## src/rtl/uart_tx_fsm_if.sv

```systemverilog
// uart_tx_fsm_if: byte handshake between a sender (master) and the UART transmitter (slave).
//   tx_data  [7:0]  byte offered by the sender
//   tx_valid        sender requests transmission of tx_data
//   tx_ready        transmitter can accept a byte this cycle
interface uart_tx_fsm_if;
    logic [7:0] tx_data;
    logic       tx_valid;
    logic       tx_ready;
    modport master (output tx_data, output tx_valid, input tx_ready);
    modport slave  (input tx_data, input tx_valid, output tx_ready);
endinterface

```

## src/rtl/uart_tx_fsm.sv

```systemverilog
// uart_tx_fsm: 8N1 UART transmitter (8E1 when UART_TX_PARITY_EN is defined), LSB first.
//   clock    single clock, all state updates on posedge
//   reset    synchronous, active-high
//   bus      uart_tx_fsm_if.slave: tx_data/tx_valid in, tx_ready out (high only in IDLE)
//   tx       registered serial line, idles at 1
//   tx_done  one-cycle pulse in the first IDLE cycle after the stop bit
// Bit period is CLKS_PER_SAMPLE*OVERSAMPLE clocks.
// Define UART_TX_PARITY_EN to insert an even-parity bit between the data and stop bits.
module uart_tx_fsm #(
    parameter int CLKS_PER_SAMPLE = 4,
    parameter int OVERSAMPLE      = 16
) (
    input  logic         clock,
    input  logic         reset,
    uart_tx_fsm_if.slave bus,
    output logic         tx,
    output logic         tx_done
);
    localparam int CW = CLKS_PER_SAMPLE > 1 ? $clog2(CLKS_PER_SAMPLE) : 1;
    localparam int SW = OVERSAMPLE > 1 ? $clog2(OVERSAMPLE) : 1;
    localparam logic [CW-1:0] CLK_LAST = CW'(CLKS_PER_SAMPLE - 1);
    localparam logic [SW-1:0] SMP_LAST = SW'(OVERSAMPLE - 1);

    typedef enum logic [2:0] {
        IDLE   = 3'd0,
        START  = 3'd1,
        DATA   = 3'd2,
`ifdef UART_TX_PARITY_EN
        PARITY = 3'd3,
`endif
        STOP   = 3'd4
    } state_t;

    state_t        state, state_n;
    logic [CW-1:0] clk_cnt, clk_cnt_n;
    logic [SW-1:0] smp_cnt, smp_cnt_n;
    logic [2:0]    bit_cnt, bit_cnt_n;
    logic [7:0]    shift_reg, shift_n;
    logic          tx_n, done_n, run;
    logic          tick, bit_end;
`ifdef UART_TX_PARITY_EN
    logic          par, par_n;
`endif

    assign tick         = clk_cnt == CLK_LAST;
    assign bit_end      = tick && smp_cnt == SMP_LAST;
    assign bus.tx_ready = state == IDLE;

    always_comb begin
        state_n   = state;
        bit_cnt_n = bit_cnt;
        shift_n   = shift_reg;
        done_n    = 1'b0;
        run       = 1'b0;
        clk_cnt_n = '0;
        smp_cnt_n = '0;
`ifdef UART_TX_PARITY_EN
        par_n     = par;
`endif
        case (state)
            IDLE: begin
                bit_cnt_n = '0;
                if (bus.tx_valid) begin
                    state_n = START;
                    shift_n = bus.tx_data;
`ifdef UART_TX_PARITY_EN
                    par_n   = ^bus.tx_data;
`endif
                end
            end
            START: begin
                run       = 1'b1;
                bit_cnt_n = '0;
                if (bit_end) state_n = DATA;
            end
            DATA: begin
                run = 1'b1;
                if (bit_end) begin
                    shift_n = shift_reg >> 1;
                    // stop counting at 7 so the counter never wraps inside a frame
                    if (bit_cnt == 3'd7)
`ifdef UART_TX_PARITY_EN
                        state_n = PARITY;
`else
                        state_n = STOP;
`endif
                    else
                        bit_cnt_n = bit_cnt + 3'd1;
                end
            end
`ifdef UART_TX_PARITY_EN
            PARITY: begin
                run = 1'b1;
                if (bit_end) state_n = STOP;
            end
`endif
            STOP: begin
                run = 1'b1;
                if (bit_end) begin
                    state_n = IDLE;
                    done_n  = 1'b1;
                end
            end
            default: begin
                state_n   = IDLE;
                bit_cnt_n = '0;
                shift_n   = '0;
            end
        endcase
        if (run) begin
            clk_cnt_n = tick ? '0 : clk_cnt + 1'b1;
            smp_cnt_n = bit_end ? '0 : tick ? smp_cnt + 1'b1 : smp_cnt;
        end
        // tx is derived from the next state so the line changes on the same edge as the state
        tx_n = 1'b1;
        if (state_n == START)
            tx_n = 1'b0;
        else if (state_n == DATA)
            tx_n = shift_n[0];
`ifdef UART_TX_PARITY_EN
        else if (state_n == PARITY)
            tx_n = par_n;
`endif
    end

    always_ff @(posedge clock) begin
        if (reset) begin
            state     <= IDLE;
            clk_cnt   <= '0;
            smp_cnt   <= '0;
            bit_cnt   <= '0;
            shift_reg <= '0;
            tx        <= 1'b1;
            tx_done   <= 1'b0;
`ifdef UART_TX_PARITY_EN
            par       <= 1'b0;
`endif
        end else begin
            state     <= state_n;
            clk_cnt   <= clk_cnt_n;
            smp_cnt   <= smp_cnt_n;
            bit_cnt   <= bit_cnt_n;
            shift_reg <= shift_n;
            tx        <= tx_n;
            tx_done   <= done_n;
`ifdef UART_TX_PARITY_EN
            par       <= par_n;
`endif
        end
    end
endmodule

```

## src/flat_wrapper.sv

```systemverilog
// flat-port wrapper written by rule: the top's interface ports become plain ports
module uart_tx_fsm_flat 
#(
    parameter int CLKS_PER_SAMPLE = 4,
    parameter int OVERSAMPLE      = 16
)
  (clock, reset, tx, tx_done, bus_tx_data, bus_tx_valid, bus_tx_ready);
  uart_tx_fsm_if bus_i ();
  input  logic clock;
  input  logic reset;
  output logic tx;
  output logic tx_done;
  input wire logic [$bits(bus_i.tx_data)-1:0] bus_tx_data;
  input wire logic [$bits(bus_i.tx_valid)-1:0] bus_tx_valid;
  output wire logic [$bits(bus_i.tx_ready)-1:0] bus_tx_ready;
  assign bus_i.tx_data = bus_tx_data;
  assign bus_i.tx_valid = bus_tx_valid;
  assign bus_tx_ready = bus_i.tx_ready;
  uart_tx_fsm #(.CLKS_PER_SAMPLE(CLKS_PER_SAMPLE), .OVERSAMPLE(OVERSAMPLE)) u_core (.clock(clock), .reset(reset), .bus(bus_i), .tx(tx), .tx_done(tx_done));
endmodule
```

## config.mk

```make
export PLATFORM = sky130hd
export DESIGN_NAME = uart_tx_fsm_flat
export DESIGN_NICKNAME = d
export VERILOG_FILES = /design/src/rtl/uart_tx_fsm_if.sv /design/src/rtl/uart_tx_fsm.sv /design/src/flat_wrapper.sv
export SDC_FILE = /design/constraint.sdc
export NUM_CORES = 1
export LEC_CHECK = 0
export CAP_MARGIN = 0
export CORE_UTILIZATION = 45
export CTS_BUF_LIST = sky130_fd_sc_hd__clkbuf_16
export CTS_CLUSTER_DIAMETER = 200
export DETAILED_ROUTE_END_ITERATION = 10
export PLACE_DENSITY = 0.7
export SLEW_MARGIN = 0
export SYNTH_ARGS = -nofsm -noshare
export SYNTH_HDL_FRONTEND = slang
export SYNTH_SLANG_ARGS = --single-unit
```

## constraint.sdc

```tcl
create_clock -name clock -period 1.6 [get_ports clock]
set_input_delay 0.4 -clock clock [delete_from_list [all_inputs] [get_ports clock]]
set_output_delay 0.4 -clock clock [all_outputs]
set_load 0.02 [all_outputs]
```

# Word level (Yosys, flattened, before mapping)
# Cells that the tools add are included.
dict set report totals {
  ff_bits 22
  in_bits 11
  wordCells 50
}
dict set report op_classes {
  addsub 3
  eq_ne 11
  mux 16
  n_bitwise 3
  reduce_logical 9
}
# cell count
set ops {}
lappend ops {{8-bit one-hot mux with 3 select lines} 1}
lappend ops {{3-bit 2-to-1 mux} 7}
lappend ops {{8-bit 2-to-1 mux} 2}
lappend ops {{3-bit one-hot mux with 4 select lines} 1}
lappend ops {{3-bit OR reduction} 3}
lappend ops {{3-bit by 1-bit equality test with 1-bit output (second input constant)} 2}
lappend ops {{3-bit by 2-bit equality test with 1-bit output (second input constant)} 2}
lappend ops {{3-bit equality test (second input constant)} 2}
lappend ops {{3-bit one-hot mux with 2 select lines} 1}
lappend ops {{3-bit AND reduction} 2}
lappend ops {{4-bit by 1-bit adder with 4-bit output (second input constant)} 1}
lappend ops {{4-bit equality test (second input constant)} 1}
lappend ops {{1-bit 2-to-1 mux} 4}
lappend ops {{2-bit inequality test (second input constant)} 2}
lappend ops {{2-bit OR reduction} 2}
lappend ops {{3-bit by 1-bit adder with 3-bit output (second input constant)} 1}
lappend ops {{3-bit zero test} 1}
lappend ops {{1-bit NOT} 3}
lappend ops {{2-bit by 1-bit adder with 2-bit output (second input constant)} 1}
lappend ops {{2-bit equality test (second input constant)} 1}
lappend ops {{2-bit by 1-bit inequality test with 1-bit output (second input constant)} 1}
lappend ops {{1-bit logical AND} 1}

# Longest topological paths before layout
# Gate-level depths: netlist of run 1.
dict set report logic_depth {
  ltp_word 7
  ltp_mapped 7
  ltp_nobuf 6
}

# Worst setup path before layout of run 1
# OpenSTA, ideal clock, no wires.
dict set report synth_timing {
  path_kind {flip-flop to flip-flop}
  start {reg u_core.clk_cnt[0]}
  end {reg u_core.tx}
  setup_time_ps 131
  arrival_ps 1627
  path_slack_ps -158
  path_stages_with_launch 8
  period_less_slack_ps 1758
  cell_sequence {dfxtp_1 -> ha_1 -> buf_4 -> and4_1 -> clkbuf_1 -> o22ai_2 -> a222oi_1 -> o211ai_1}
}
dict set report synth_between {
  elab_chain_cells 7
  word_cells_on_any_way 12
  classes_between {eq/ne: 3; mux: 8; reduce/logical: 1}
}
# element line_no
set synth_lines {}
lappend synth_lines {{start, declared} uart_tx_fsm.sv:35} ;# logic [CW-1:0] clk_cnt, clk_cnt_n;
lappend synth_lines {{start signal, assigned} uart_tx_fsm.sv:140} ;# clk_cnt <= clk_cnt_n;
lappend synth_lines {{2-bit equality test *} uart_tx_fsm.sv:45} ;# assign tick = clk_cnt == CLK_LAST;
lappend synth_lines {{1-bit logical AND *} uart_tx_fsm.sv:46} ;# assign bit_end = tick && smp_cnt == SMP_LAST;
lappend synth_lines {{3-bit 2-to-1 mux (on tied branches)} {uart_tx_fsm.sv:99, uart_tx_fsm.sv:74, uart_tx_fsm.sv:78}}
lappend synth_lines {{3-bit one-hot mux with 4 select lines} uart_tx_fsm.sv:60} ;# case (state)
lappend synth_lines {{3-bit by 2-bit equality test with 1-bit output} uart_tx_fsm.sv:118} ;# else if (state_n == DATA)
lappend synth_lines {{1-bit 2-to-1 mux} uart_tx_fsm.sv:118}
lappend synth_lines {{1-bit 2-to-1 mux *} uart_tx_fsm.sv:116} ;# if (state_n == START)
lappend synth_lines {{end signal, assigned} uart_tx_fsm.sv:144} ;# tx <= tx_n;
lappend synth_lines {{end, declared} uart_tx_fsm.sv:16} ;# output logic tx,
# Every way passes the cells marked *; elsewhere a longest branch is shown, timed or not. The select of a mux whose other input is x is not followed.
# A chain may end at the register's enable or synchronous reset.

# Worst setup path in the final report of run 1
dict set report layout_timing {
  start {reg u_core.bit_cnt[0]}
  end {reg u_core.bit_cnt[0]}
}
dict set report layout_between {
  elab_chain_cells 4
  word_cells_on_any_way 7
  classes_between {add/sub: 1; eq/ne: 2; mux: 3; reduce/logical: 1}
}
# element line_no
set layout_lines {}
lappend layout_lines {{start, declared} uart_tx_fsm.sv:37} ;# logic [2:0] bit_cnt, bit_cnt_n;
lappend layout_lines {{start signal, assigned} uart_tx_fsm.sv:142} ;# bit_cnt <= bit_cnt_n;
lappend layout_lines {{3-bit by 1-bit adder with 3-bit output} uart_tx_fsm.sv:88} ;# bit_cnt_n = bit_cnt + 3'd1;
lappend layout_lines {{3-bit 2-to-1 mux} uart_tx_fsm.sv:81} ;# if (bit_cnt == 3'd7)
lappend layout_lines {{3-bit 2-to-1 mux} uart_tx_fsm.sv:78} ;# if (bit_end) begin
lappend layout_lines {{3-bit one-hot mux with 2 select lines} uart_tx_fsm.sv:60}
# Several ways; a longest one is shown, not always the timed one. The select of a mux whose other input is x is not followed.

==> reports/metrics.yaml, run 1 <==
status: "finished clean"
hold_buffers: 0
numCtsBuffers: 3
fin_hold_ws_ns: 0.4397
hold_depth: 1
r2r-end: "u_core.bit_cnt[0]"
cts.reportedPaths.clkPinSlew_ns: 0.05
die_w_um: 49.02
ys.warnings.count: 0
grt_pass1_wl_um: 3836
period_needed_ns: 1.581
drt-total-wl_um: 2383
cts-root-buf: "clkbuf_16"
synth_fp_nets: 121
synth_top_area_share_pct: 44.28
final_layout_size_suffix_gt1_share_pct: 32.12
swShare_pct: 20.38
netlist_area_um2: 994.7
synthCells: 106
finalHoldViolCount: 0
max-vdd-ir-drop_mv: 0.7346
hpwl_um: 1601
intPower_mw: 0.9646
fmaxAchievable_ghz: 0.6323
clock_latency_ns: 0.25
syn_to_final_growth_pct: 45.53
rsz0062_at_grt: "yes"
io_buffers: 13
core_area_um2: 2022
layout_commonest_cell: "buf_4"
crit_required_ns: 1.78
startpoint_type: "flip-flop"
synth_edf_count: 0
worst_slew_pin_slew_ns: 0.4220
wire_per_inst_um: 14.53
layout_common_cells: "21 x buf_4, 16 x nor2_1, 16 x dfxtp_1"
combinationalPowerShare_pct: 10.2
drv_slew: 0
io_pins: 14
grt_max_degree: 12
track_usage_pct: 20.93
final_core_util_pct: 71.60
clkSinkCount: 22
p_leak_nw: 0.5768
clockBufferDepth: 2
setup_viol: 0
worst_hold_path.endpoint: "u_core.clk_cnt[0]"
r2r_cells: 6
antenna_cells: 0
drv_cap: 0
seq_power_share_pct: 47.5
period_share_pct: 98.84
r2r_start: "u_core.bit_cnt[0]"
cp_data_arrival_time_ns: 1.76
ant_nets: 0
initial_core_util_pct: 49.20
htreeDepth: 1
nets: 154
num_rows: 16
drtPass1Iterations: 4
finClkSkew_ns: 0.002473
synth_cell_types: 31
nFillCells: 152
hold_class: "flip-flop to flip-flop"
die-area_um2: 2402
yosysSeqAreaShare_pct: 44.28
p_sw_mw: 0.2469
fin_setup_tns_ns: 0
critical_path_class: "flip-flop to flip-flop"
clockPowerShare_pct: 42.3
yosys-top-cells-area: "dfxtp_1 44%, a222oi_1 7.0%, nor2_1 6.0%"
ys_ff_latch: 22
avgViaCountPerCell: 5.774
async_flop_share_pct: 0
overflow: 0
vias: 947
slew_headroom_pct: 71.86
largest_reg_flops: 8
p_per_area_nw_per_um2: 836.9
synthFlopType: "dfxtp_1"
drcViolationCount: 0
cts_tree: "yes"
antenna_found_initial: 0
gp_congestion: 0.7498
crit_fanout: 3
yosysTopAreaCell: "dfxtp_1"
die_h_um: 49.02
grt_pass1_vias: 916
drtIter0Drc: 49
endpoint_kind: "flip-flop"
avgSynthCellArea_um2: 9.384
worst_slack_ns: 0.01857
min-delay-start: "u_core.clk_cnt[0]"
r2r_setup_slack_ns: 0.02
place_ws_ns: -0.4749
worst max-delay path, stage by stage, from the launching register on:
cell      delay (ns)
dfxtp_2         0.33
ha_1            0.20
ha_2            0.19
nand3b_1        0.14
a21oi_2         0.08
or4_4           0.42
a21oi_2         0.15
final cells by class:
class                           count  area [um^2]  area share (%)
Sequential cell                    22        447.9           30.94
Clock buffer                        3        75.07           5.186
Multi-Input combinational cell     77        594.3           41.05
Tap cell                           27        33.78           2.334
Timing Repair Buffer               35        296.5           20.48
Yosys cell counts (2+ instances only):
cell	n
o21ai_0	5
nand2b_1	2
and2_1	2
dfxtp_1	22
a21o_1	4
a222oi_1	7
nor3b_1	3
mux2i_1	2
nor3_1	3
o211ai_1	2
xor2_1	2
ha_1	4
nor2_1	16
nand3b_1	4
clkbuf_1	4
nand4_1	2
xnor2_1	2
a21oi_1	7
routing by layer:
metal	track usage [%]	up-vias	wire (um)
met1	24.85	451	1028
met2	34.72	27	1216
met5	0	-	0
li1	-	462	-
met4	13.73	0	61
met3	3.427	7	77
repair_timing:
item,4_1_cts,5_1_grt
gates resized for setup,8,11
setup endpoints to repair,10,11
pin swaps,3,8
setup buffers,0,4
power by group through the flow:
stage          logic, mW  registers [mW]  clock network, mW
2_1_floorplan     0.0599           0.588                  0
3_3_place_gp       0.114           0.587                  0
3_5_place_dp       0.117           0.587                  0
4_1_cts            0.122           0.575              0.527
5_1_grt            0.133           0.577              0.546
6_report           0.124           0.576              0.512
stage by stage:
stage                     std cells  power [mW]  instance area [um^2]
final                           164       1.212                  1448
after global routing            164       1.256                  1448
after CTS                       160       1.225                  1385
after detailed placement        157      0.7047                  1289
after global placement          157      0.7012                  1289
after floorplan                 106      0.6475                  1047
worst max path at each step:
| stage | from | endpoint | slack (ns) | cells after the start |
|---|---|---|---|---|
| after global routing | u_core.clk_cnt[0] | u_core.tx | -0.04 | 5 |
| after global placement | bus_tx_valid | u_core.tx | -0.38 | 5 |
| after floorplan | u_core.state[2] | u_core.bit_cnt[0] | -0.002 | 5 |
| after CTS | u_core.smp_cnt[0] | u_core.tx | -0.07 | 5 |
| after detailed placement | bus_tx_valid | u_core.tx | -0.47 | 5 |
| final | u_core.bit_cnt[0] | u_core.bit_cnt[0] | 0.02 | 6 |
logic make-up after synthesis:
group	synth area share [%]
and+or+nand+nor	22.26
AOI/OAI and AO/OA	19.62
DFF	44.28
buffers and inverters	3.269
xor gates and xnor gates	3.523
adders and majority gates	5.032
muxes	2.013
Note: power is estimated with default switching activity, not from simulation.
==> run 2, diff against run 1 <==
--- a/config.mk
+++ b/config.mk
@@ -10,6 +10,7 @@
 export CTS_BUF_LIST = sky130_fd_sc_hd__clkbuf_16
 export CTS_CLUSTER_DIAMETER = 200
 export DETAILED_ROUTE_END_ITERATION = 10
+export GPL_ROUTABILITY_DRIVEN = 1
 export PLACE_DENSITY = 0.7
 export SLEW_MARGIN = 0
 export SYNTH_ARGS = -nofsm -noshare
==> results of run 2 <==
The final DEF is identical to that of run 1; final timing and power are the same.
